==> config.mk <==
export PLATFORM = sky130hd
export DESIGN_NAME = exp_lut_sequencer
export DESIGN_NICKNAME = d
export VERILOG_FILES = /design/src/rtl/exp_lut_sequencer.sv
export SDC_FILE = /design/constraint.sdc
export NUM_CORES = 1
export LEC_CHECK = 0
export CAP_MARGIN = 20
export CORE_AREA = 2 2 145 147
export DETAILED_ROUTE_END_ITERATION = 8
export DIE_AREA = 0 0 147 149
export GPL_TIMING_DRIVEN = 0
export PLACE_DENSITY_LB_ADDON = 0.3
export RECOVER_POWER = 25
export SETUP_SLACK_MARGIN = 0.1
export SLEW_MARGIN = 0
export SYNTH_ARGS = -nofsm -noshare
export SYNTH_HDL_FRONTEND = slang
export SYNTH_SLANG_ARGS = --single-unit
==> constraint.sdc <==
create_clock -name clock -period 2 [get_ports clock]
set_input_delay 0.4 -clock clock [delete_from_list [all_inputs] [get_ports clock]]
set_output_delay 0.4 -clock clock [all_outputs]
set_load 0.005 [all_outputs]
==> src/rtl/exp_lut_sequencer.sv <==
// Piecewise-linear e^x sequencer: binary-searches a 32-entry breakpoint LUT
// through an external FP compare core, then issues slope*x+intercept to an FMA core.
module exp_lut_sequencer #(
  parameter int ADDR_W  = 5,
  parameter int W       = 32,
  parameter int TIMEOUT = 255
) (
  input  logic              clock,
  input  logic              reset,
  input  logic              in_valid,
  output logic              in_ready,
  input  logic [W-1:0]      in_x,
  output logic [ADDR_W-1:0] lut_addr,
  input  logic [3*W-1:0]    lut_data,
  output logic              cmp_valid,
  output logic [W-1:0]      cmp_a,
  output logic [W-1:0]      cmp_b,
  input  logic              cmp_done,
  input  logic              cmp_lt,
  output logic              fma_valid,
  output logic [W-1:0]      fma_a,
  output logic [W-1:0]      fma_b,
  output logic [W-1:0]      fma_c,
  input  logic              fma_done,
  input  logic [W-1:0]      fma_res,
  output logic              out_valid,
  input  logic              out_ready,
  output logic [W-1:0]      out_y,
  output logic [ADDR_W-1:0] out_seg,
  output logic              out_err,
  output logic              busy
);

  localparam int BW = (ADDR_W > 1) ? $clog2(ADDR_W) : 1;
  localparam int TW = $clog2(TIMEOUT + 1);
  localparam logic [TW-1:0] TMAX = TW'(TIMEOUT - 1);
  localparam logic [ADDR_W-1:0] TOP = ADDR_W'(1) << (ADDR_W - 1);

  typedef enum logic [2:0] {
    IDLE, RD, CMP, CWAIT, FRD, FMA, FWAIT, OUT
  } state_t;

  state_t            state;
  logic [W-1:0]      x;
  logic [ADDR_W-1:0] seg;
  logic [BW-1:0]     bitn;
  logic [TW-1:0]     tmo;

  logic [ADDR_W-1:0] cand;
  logic [ADDR_W-1:0] nseg;
  logic [ADDR_W-1:0] ncand;
  logic [BW-1:0]     nbit;

  // bp[cand] <= x (compare says !lt) keeps the candidate bit set
  always_comb begin
    cand  = seg | (ADDR_W'(1) << bitn);
    nseg  = cmp_lt ? seg : cand;
    nbit  = bitn - 1'b1;
    ncand = nseg | (ADDR_W'(1) << nbit);
  end

  assign in_ready = (state == IDLE);
  assign busy     = (state != IDLE);
  assign cmp_a    = x;
  assign fma_b    = x;

  always_ff @(posedge clock) begin
    if (reset) begin
      state     <= IDLE;
      x         <= '0;
      seg       <= '0;
      bitn      <= '0;
      tmo       <= '0;
      lut_addr  <= '0;
      cmp_valid <= 1'b0;
      cmp_b     <= '0;
      fma_valid <= 1'b0;
      fma_a     <= '0;
      fma_c     <= '0;
      out_valid <= 1'b0;
      out_y     <= '0;
      out_seg   <= '0;
      out_err   <= 1'b0;
    end else begin
      cmp_valid <= 1'b0;
      fma_valid <= 1'b0;
      case (state)
        IDLE: begin
          if (in_valid) begin
            x        <= in_x;
            seg      <= '0;
            bitn     <= BW'(ADDR_W - 1);
            lut_addr <= TOP;
            state    <= RD;
          end
        end
        RD: state <= CMP;
        CMP: begin
          cmp_b     <= lut_data[3*W-1:2*W];
          cmp_valid <= 1'b1;
          tmo       <= '0;
          state     <= CWAIT;
        end
        CWAIT: begin
          if (cmp_done) begin
            seg <= nseg;
            if (bitn == '0) begin
              lut_addr <= nseg;
              state    <= FRD;
            end else begin
              bitn     <= nbit;
              lut_addr <= ncand;
              state    <= RD;
            end
          end else if (tmo == TMAX) begin
            out_y     <= '0;
            out_seg   <= seg;
            out_err   <= 1'b1;
            out_valid <= 1'b1;
            state     <= OUT;
          end else begin
            tmo <= tmo + 1'b1;
          end
        end
        FRD: state <= FMA;
        FMA: begin
          fma_a     <= lut_data[2*W-1:W];
          fma_c     <= lut_data[W-1:0];
          fma_valid <= 1'b1;
          tmo       <= '0;
          state     <= FWAIT;
        end
        FWAIT: begin
          if (fma_done) begin
            out_y     <= fma_res;
            out_seg   <= seg;
            out_err   <= 1'b0;
            out_valid <= 1'b1;
            state     <= OUT;
          end else if (tmo == TMAX) begin
            out_y     <= '0;
            out_seg   <= seg;
            out_err   <= 1'b1;
            out_valid <= 1'b1;
            state     <= OUT;
          end else begin
            tmo <= tmo + 1'b1;
          end
        end
        OUT: begin
          if (out_ready) begin
            out_valid <= 1'b0;
            state     <= IDLE;
          end
        end
        default: state <= IDLE;
      endcase
    end
  end

endmodule

==> flow_summary.ini, run 1 <==
[floorplan]
core_um2 = 20600
std_cell_rows = 53
start_util_pct = 37.8
dieHeight_um = 149
dieArea_um2 = 21900
die_width_um = 147
num_io_pins = 375

[sta]
drv_slew = 0
fin_crit_sh_pct = 91.9
tightest_slew_ns = 0.640
hold_violations = 0
fin_crit_ns = 1.84
setup_ws_ns = 0.163
timing.fmax_ghz = 0.544
skew_ns = 0.0159
setup_violations = 0
grt_setup_unrepaired = no
relSlewSlack_pct = 57.3

[power]
p_sw_share_pct = 25.8
p_switching_mw = 2.37
powerDensity_nw_per_um2 = 735
p_seq_share_pct = 44.7
p_leak_nw = 4.66
p_clk_share_pct = 36.6
p_int_mw = 6.81
combPwrFrac_pct = 18.7
ir_drop_uv = 588

[placement]
routabilityCongestion = 0.837
place_ws_ns = -0.326
io_buffers = 372
place_area_um2 = 11800
dp_hpwl_um = 19900
dp_cells = 1589

[global_routing]
grt_pass1_wl_um = 39900
grt_pass1_vias = 7431
grtUsageTotal_pct = 23.1
grt_max_degree = 17
antenna_found_initial = 0
grt_overflow = 0

[route]
drt_drc_violations_left = 0
drtPass1Iterations = 4
drtIter0Drc = 406
wl_per_cell_um = 16.1
postRouteAntennaNets = 0
vias = 7808
routed_wl_um = 26200
routed_via_density = 4.80

[clock_network]
cts_buffers = 17
clk_latency_ns = 0.43
tritoncts = built
htreeDepth = 4
clk_path_buf_depth = 2
cts-root-buf = clkbuf_16
numClockSinks = 193
cts_hold_buffers = 0
clkTransAtPathRegs_ns = 0.07

[setup_path]
critPathArrivalTime_ns = 1.44
endpoint_kind = output pin
cp_max_fo = 10
crit_type = flop to output pin
worstPathRequired_ns = 1.60
worstSetupStartpointType = flop

[logic_synthesis]
syn_area_um2 = 7770
yosysUniqueCellTypes = 58
syn_nets = 1116
synth_cells = 942
ys_warn_count = 0
ys_seq_area_share_pct = 49.8
synth_edf_count = 0
ys.flop_type = dfxtp_1
synth_top_area_share_pct = 49.8
synth.area.top_cells = dfxtp_1 (50%), nand2_1 (13%), a21oi_1 (9.0%)
synth_seq_cells = 193
ys_async_sr_fraction_pct = 0
synth.avg_cell_area_um2 = 8.24
yosys.area.top_type = dfxtp_1

[outcome]
status = finished clean

[final_layout]
final_cell_mix = clkdlybuf4s50_1 (289), nand2_1 (266), dfxtp_1 (192)
final_core_util_pct = 60.8
final_nets = 1514
n_antenna_cell = 0
fin_area_um2 = 12500
areaGrowthSynthToFinish_pct = 60.9
layout-drive-gt1-share_pct = 9.25
finalNonFillerCells = 1627
final_common_cell = clkdlybuf4s50_1

[flow_run]
maxCapViolCount = 0

[min_path]
hold_path.class = input port to flop
cells in the mapped netlist (2+ instances only):
| master | instances |
|---|---|
| a22oi_1 | 4 |
| o21ai_0 | 5 |
| nor3b_2 | 2 |
| nor3_1 | 9 |
| nand3_1 | 11 |
| nor2_1 | 46 |
| a211oi_1 | 3 |
| buf_2 | 17 |
| a21oi_1 | 139 |
| or4_1 | 4 |
| or3_1 | 2 |
| buf_4 | 39 |
| buf_1 | 10 |
| buf_6 | 3 |
| a2111oi_0 | 3 |
| a21boi_1 | 2 |
| a41oi_1 | 2 |
| o31ai_1 | 32 |
| nand3b_1 | 31 |
| inv_1 | 7 |
| clkbuf_1 | 38 |
| nor4_1 | 2 |
| o22ai_1 | 3 |
| mux2i_1 | 11 |
| dfxtp_1 | 193 |
| nand2_1 | 267 |
| nand2b_1 | 20 |
| ha_1 | 7 |
through the flow:
step	TNS, ns	hold slack, ns	power [mW]
2_1_floorplan	0	0.443	4.89
3_3_place_gp	-29.21	0.440	5.88
3_5_place_dp	-27.83	0.446	5.90
4_1_cts	0	0.436	9.24
5_1_grt	0	0.461	9.58
6_report	0	0.444	9.18
power by group through the flow:
stage	clock network (mW)	registers (mW)	logic [mW]
3_5_place_dp	0	4.20	1.70
6_report	3.36	4.11	1.72
4_1_cts	3.42	4.11	1.71
3_3_place_gp	0	4.19	1.69
5_1_grt	3.58	4.13	1.88
2_1_floorplan	0	4.19	0.699
path summary, 6_finish.rpt:
kind / from / to / slack, ns / cells after the start
worst max-delay path: state[0] / in_ready / 0.16 / 4
worst min-delay path: cmp_done / state[2] / 0.44 / 3
worst max register to register: bitn[0] / lut_addr[1] / 0.17 / 6
worst min register to register: fma_a[5] / fma_a[5] / 0.45 / 2
critical path, stage by stage, from the launching register on:
cell     delay (ns)
dfxtp_1        0.31
buf_6          0.13
or3_4          0.39
inv_2          0.07
buf_2          0.11
timing repair:
action                                 4_1_cts  5_1_grt
resized for setup                           10       34
endpoints found under the hold margin        0        0
buffers inserted                             1        6
pin swaps                                    1        2
setup endpoints to repair                    4      147
metal layers:
layer | up-vias | track usage, % | wire length (µm)
li1 | 3923 | - | -
met1 | 3572 | 26.9 | 10700
met2 | 271 | 39.3 | 12600
met3 | 42 | 8.04 | 2160
met4 | 0 | 8.70 | 763
met5 | - | 0 | 0
final cells by class:
type | count | area (µm²)
timing repair buffer | 379 | 3770
tap | 275 | 344
fill | 1837 | 8060
clock buffer | 22 | 474
sequential | 193 | 3860
clock inverter | 9 | 95.1
buffer | 107 | 622
inverter | 8 | 33.8
multi-input combinational | 634 | 3300
registers in the layout, summed over array words and instances (netlist names), 5 cells and up:
register / flops
fma_a: 32
tmo: 8
cmp_b: 32
out_y: 32
fma_c: 32
cmp_a: 32
seg: 5
lut_addr: 5
out_seg: 5
cell families (layout without fill, tap and decap cells):
family	count (synthesis)	in the layout	share of synthesized area (%)
AND/OR/NAND/NOR	408	408	23.7
AO/OA/AOI/OAI	207	207	15.9
flip-flops	193	193	49.8
buffers and inverters	115	525	8.01
multiplexers	12	12	1.56
adder cells (fa/ha/maj)	7	7	1.13
Note: power is estimated with default switching activity, not from simulation.
==> run 2: changes to the inputs <==
--- a/config.mk
+++ b/config.mk
@@ -5,10 +5,11 @@
 export SDC_FILE = /design/constraint.sdc
 export NUM_CORES = 1
 export LEC_CHECK = 0
+export ABC_AREA = 1
 export CAP_MARGIN = 20
-export CORE_AREA = 2 2 145 147
+export CORE_AREA = 4 4 142 144
 export DETAILED_ROUTE_END_ITERATION = 8
-export DIE_AREA = 0 0 147 149
+export DIE_AREA = 0 0 146 148
 export GPL_TIMING_DRIVEN = 0
 export PLACE_DENSITY_LB_ADDON = 0.3
 export RECOVER_POWER = 25
==> run 2 against run 1 <==
Clock power increased by 5%. Worst hold slack improved by 0.020 ns. Non-clock buffer count decreased by 21. Power increased by 4.4%. Maximum frequency increased by 0.25%. Critical path depth increased by 1. Final cell count increased by 1.8%. Core utilization increased by 5.0 points. Clock skew decreased by 0.0070 ns. Global-route usage about the same.
==> flow_summary.ini, run 2 <==
[logic_synthesis]
synth_xor_area_share_pct = 0.228
synth.avg_cell_area_um2 = 7.55
synth_seq_cells = 193
ys.flop_type = dfxtp_1
syn_area_um2 = 7670
yosys-top-cells-count = nor2_1 (292), dfxtp_1 (193), o21ai_0 (143)
yosysUniqueCellTypes = 32
yosysMostFrequentCell = nor2_1
syn_nets = 1190
synth_top_area_share_pct = 50.4
ys_async_sr_fraction_pct = 0
synth_cells = 1016
synth.area.top_cells = dfxtp_1 (50%), nor2_1 (14%), o21ai_0 (9.3%)
synth-adder-area-share_pct = 1.14
ys_seq_area_share_pct = 50.4
synth_edf_count = 0
yosys.area_share.simple_pct = 23.4
yosys.area.top_type = dfxtp_1
synth_mux_area_share_pct = 0
synth_top_family_by_area = simple AND/OR/NAND/NOR gates
synth_compound_area_share_pct = 14.8
ys_warn_count = 0

[global_routing]
grt_pass1_wl_um = 40100
antenna_found_initial = 1
grtUsageTotal_pct = 23.1
grt_overflow = 0
grt_max_degree = 18
grt_pass1_vias = 7568

[power]
p_leak_nw = 5.25
powerDensity_nw_per_um2 = 778
ir_drop_uv = 563

[floorplan]
dieHeight_um = 148
die_width_um = 146
std_cell_rows = 50
start_util_pct = 41.0
core_um2 = 18700
num_io_pins = 375
dieArea_um2 = 21600

[placement]
routabilityCongestion = 0.895
io_buffers = 374
dp_hpwl_um = 20100
place_area_um2 = 11700

[setup_path]
cp_num_buf_inv = 3
cpMaxStageDelayCell = dfxtp_1
endpoint_kind = output pin
cp_max_fo = 9
cp.depth = 5
cp_top_family = buffers and inverters
worst_path_largest_cell_delay_ns = 0.30
critPathArrivalTime_ns = 1.43
crit_type = flop to output pin
worstSetupStartpointType = flop
worstPathRequired_ns = 1.60
crit_chain = buf_4, nor2_4, nand2_1, inv_1, dlygate4sd2_1
ff2ff_path_depth = 8

[final_layout]
fin_area_um2 = 12300
final_nets = 1583
final_cell_mix = clkdlybuf4s50_1 (372), nor2_1 (293), dfxtp_1 (193)
layout-drive-gt1-share_pct = 7.95
final_core_util_pct = 65.8
n_fill_cell = 1655
areaGrowthSynthToFinish_pct = 60.4
final_common_cell = clkdlybuf4s50_1

[clock_network]
clk_path_buf_depth = 2
htreeDepth = 4
clkTransAtPathRegs_ns = 0.07
cts_setup_buffers = 0
tritoncts = built
numClockSinks = 193
clk_latency_ns = 0.43
cts_buffers = 17
cts-root-buf = clkbuf_16

[sta]
fin_crit_ns = 1.83
grt_setup_unrepaired = no
relSlewSlack_pct = 54.6
fin_crit_sh_pct = 91.6
timing.hold.ws_ns = 0.465
drv_slew = 0
hold_violations = 0
skew_ns = 0.00891
setup_violations = 0
timing.fmax_ghz = 0.546
tightest_slew_ns = 0.681

[route]
drt_drc_violations_left = 0
wl_met2_um = 12900
vias = 7918
routedLengthMet1_um = 10700
postRouteAntennaNets = 0
top_layer = met4
wl_per_cell_um = 15.7
routed_via_density = 4.78
drtIter0Drc = 293
drtPass1Iterations = 5
wl_met3_um = 2050
routed_wl_um = 26000

[outcome]
status = finished clean

[min_path]
hold_path.class = flop to flop
hold_depth = 2

[flow_run]
maxCapViolCount = 0
==> run 2: changes by cell type in the layout (fill, tap and decap cells not counted), moves of 20 or more <==
cell	delta
clkdlybuf4s50_1	+83
o21ai_0	+138
inv_1	+52
a21oi_1	-116
o211ai_1	+30
o31ai_1	-31
dlygate4sd3_1	-81
nand3b_1	-30
nor2_1	+247
nand2b_1	-20
nand2_1	-140
==> run 2: per-layer routing <==
metal | global-route usage [%] | up-vias
li1 | - | 3995
met1 | 26.7 | 3609
met2 | 40.8 | 287
met3 | 7.14 | 27
met4 | 7.48 | 0
met5 | 0 | -
==> run 2: worst paths after layout <==
kind	from	to	slack [ns]
setup / recovery	state[0]	in_ready	0.17
hold reg to reg	lut_addr[3]	lut_addr[3]	0.46
setup reg to reg	state[1]	fma_c[7]	0.22
hold / removal	lut_addr[3]	lut_addr[3]	0.46
==> run 2: layout make-up <==
cell class | count | area, µm² | share of cell area [%]
Clock inverter | 12 | 148 | 1.20
Timing Repair Buffer | 374 | 3740 | 30.4
Buffer | 91 | 523 | 4.25
Tap cell | 234 | 293 | 2.38
Clock buffer | 20 | 457 | 3.71
Inverter | 65 | 249 | 2.02
Antenna cell | 1 | 2.50 | 0.0203
Multi-Input combinational cell | 667 | 3030 | 24.6
Sequential cell | 193 | 3860 | 31.4
==> run 2: kinds of logic (layout without fill, tap and decap cells) <==
kind of cell | Yosys count | after routing
and+or+nand+nor | 453 | 453
buffers and inverters | 156 | 562
xor gates and xnor gates | 2 | 2
other | 0 | 1
adders and majority gates | 7 | 7
AOI/OAI and AO/OA | 205 | 205
DFF | 193 | 193
==> run 2: repair_timing <==
item                                    CTS  global route
hold buffers                              0             0
pin swaps                                 0             0
resized for setup                         3             8
endpoints found under the setup margin    2            21
==> run 2: worst register-to-register path, cell delays in order, from the launching register on <==
cell	delay, ns
dfxtp_1	0.30
buf_4	0.16
inv_2	0.07
nand2_1	0.10
nor2_4	0.18
clkbuf_1	0.37
buf_2	0.33
o21ai_0	0.13
nor2_1	0.10
==> run 2: power by group <==
group | total (mW) | switching, mW | leakage (nW) | internal [mW]
clock network | 3.52 | 1.57 | 0.295 | 1.95
registers | 4.22 | 0.147 | 1.57 | 4.07
logic | 1.85 | 0.753 | 3.39 | 1.10
==> run 2: stage by stage <==
step	instances	setup slack [ns]	power (mW)	TNS (ns)
floorplan	1016	0.603	5.01	0
global placement	1624	-0.314	6.14	-22.23
detailed placement	1624	-0.345	6.17	-22.93
global route	1657	0.0575	10.0	0
CTS	1656	0.100	9.67	0
finish	1657	0.167	9.58	0
==> run 3: changes to the inputs <==
--- a/config.mk
+++ b/config.mk
@@ -7,9 +7,9 @@
 export LEC_CHECK = 0
 export ABC_AREA = 1
 export CAP_MARGIN = 20
-export CORE_AREA = 4 4 142 144
+export CORE_AREA = 4 4 146 148
 export DETAILED_ROUTE_END_ITERATION = 8
-export DIE_AREA = 0 0 146 148
+export DIE_AREA = 0 0 150 152
 export GPL_TIMING_DRIVEN = 0
 export PLACE_DENSITY_LB_ADDON = 0.3
 export RECOVER_POWER = 25
==> constraint.sdc (replaced) <==
create_clock -name clock -period 2.2 [get_ports clock]
set_input_delay 0.44 -clock clock [delete_from_list [all_inputs] [get_ports clock]]
set_output_delay 0.44 -clock clock [all_outputs]
set_load 0.005 [all_outputs]
==> run 3 against run 2 <==
Critical path depth down 3. Die area rose by 5.5%. First-iteration DRC count increased by 29%. Combinational power down 9.7%. Register-to-register slack better by 0.12 ns. Worst hold slack worse by 0.0048 ns. Sequential power fell by 9.2%. Largest cell class unchanged. Largest power group unchanged.
==> flow_summary.ini, run 3 (synthesis results as in run 2) <==
[setup_path]
endpoint_kind = output pin
worstSetupStartpointType = flop
cpMaxStageDelayCell = clkdlybuf4s50_1
crit_type = flop to output pin
worst_path_largest_cell_delay_ns = 0.49
cp_max_fo = 3
crit_chain = buf_4, clkdlybuf4s50_1
worstPathRequired_ns = 1.76
cp_top_family = buffers and inverters
cp_num_buf_inv = 2
critPathArrivalTime_ns = 1.48

[global_routing]
grt_overflow = 0
antenna_found_initial = 0
grt_pass1_vias = 7639
grt_max_degree = 19
grt_pass1_wl_um = 40600
grtUsageTotal_pct = 22.3

[clock_network]
cts_hold_buffers = 0
clkTransAtPathRegs_ns = 0.07
clk_path_buf_depth = 2
cts-root-buf = clkbuf_16
numClockSinks = 193
cts_buffers = 17
tritoncts = built
clk_latency_ns = 0.43
htreeDepth = 4
cts_setup_buffers = 0

[final_layout]
finalNonFillerCells = 1692
areaGrowthSynthToFinish_pct = 61.9
final_nets = 1583
n_antenna_cell = 0
final_core_util_pct = 62.0
n_fill_cell = 1837
layout-drive-gt1-share_pct = 7.95
multiInputGateArea_um2 = 3030
final_common_cell = nor2_1
regArea_um2 = 3860
fin_area_um2 = 12400
final_cell_mix = nor2_1 (292), clkdlybuf4s50_1 (288), dfxtp_1 (192)

[route]
wl_per_cell_um = 15.6
routed_wl_um = 26400
drt_drc_violations_left = 0
drtPass1Iterations = 5
routed_via_density = 4.66
postRouteAntennaNets = 0
vias = 7878
drtIter0Drc = 378

[sta]
grt_setup_unrepaired = no
timing.fmax_ghz = 0.520
setup_violations = 0
relSlewSlack_pct = 57.6
fin_crit_ns = 1.92
skew_ns = 0.0102
timing.hold.ws_ns = 0.460
tightest_slew_ns = 0.636
hold_violations = 0
fin_crit_sh_pct = 87.5
drv_slew = 0

[floorplan]
num_io_pins = 375
dieArea_um2 = 22800
die_width_um = 150
dieHeight_um = 152
std_cell_rows = 52
core_um2 = 20000
start_util_pct = 38.3

[min_path]
hold_path.class = flop to flop

[power]
p_leak_nw = 5.55
ir_drop_uv = 522
powerDensity_nw_per_um2 = 727

[placement]
place_area_um2 = 11800
dp_hpwl_um = 20400
routabilityCongestion = 0.873
dp_cells = 1660
io_buffers = 374

[outcome]
status = finished clean

[flow_run]
maxCapViolCount = 0
==> run 3: cell types whose count changed in the layout (fill, tap and decap cells not counted), sizes merged <==
| cell | previous run | this run |
|---|---|---|
| clkinv | 5 | 3 |
| diode | 1 | 0 |
| buf | 57 | 62 |
| dlygate4sd2 | 2 | 1 |
| dlymetal6s2s | 0 | 1 |
| dlygate4sd3 | 0 | 84 |
| clkinvlp | 1 | 3 |
| clkbuf | 54 | 46 |
| clkdlybuf4s50 | 372 | 288 |
| bufinv | 2 | 5 |
==> run 3: timing repair <==
item / CTS / global route
gates cloned: 0 / 0
resized for setup: 2 / 2
pin swaps: 0 / 0
endpoints found under the setup margin: 2 / 1
==> run 3: layer usage <==
layer | share of wire (%) | vias to the layer above | track usage, %
met2 | 49 | 318 | 39.1
li1 | - | 3992 | -
met5 | 0 | - | 0
met3 | 9.0 | 44 | 7.69
met1 | 39 | 3524 | 25.1
met4 | 2.5 | 0 | 7.54
==> run 3: power breakdown <==
group | internal (mW) | total [mW] | switching, mW
clock network | 2.06 | 3.53 | 1.47
logic | 0.978 | 1.67 | 0.690
registers | 3.70 | 3.83 | 0.134
total | 6.74 | 9.03 | 2.29
==> run 3: layout make-up <==
class | count | area share, %
plain buffers | 91 | 4.18
multi-input cells | 667 | 24.4
repair buffers | 374 | 30.1
inverters | 65 | 2.00
flip-flops and latches | 193 | 31.1
well taps | 270 | 2.72
clock inverters | 15 | 1.98
clock buffers | 17 | 3.42
==> run 3: path summary, 6_finish.rpt <==
check | from | endpoint | slack (ns) | cells past startpoint
worst max-delay path | cmp_a[0] | fma_b[0] | 0.28 | 2
worst min-delay path | out_y[31] | out_y[31] | 0.46 | 2
worst max register to register | state[1] | fma_c[14] | 0.34 | 8
worst min register to register | out_y[31] | out_y[31] | 0.46 | 2
==> run 3: tightest hold or removal path: stages, from the launching register on <==
cell     delay, ns
dfxtp_1       0.31
nand2_1       0.06
a21oi_1       0.05
==> run 3: stage by stage <==
stage               power [mW]  setup slack, ns  setup TNS [ns]
floorplan                 4.55            0.803               0
finish                    9.03            0.276               0
CTS                       9.14            0.135               0
global route              9.42           0.0942               0
global placement          5.59           -0.140           -2.48
detailed placement        5.63           -0.188           -3.54
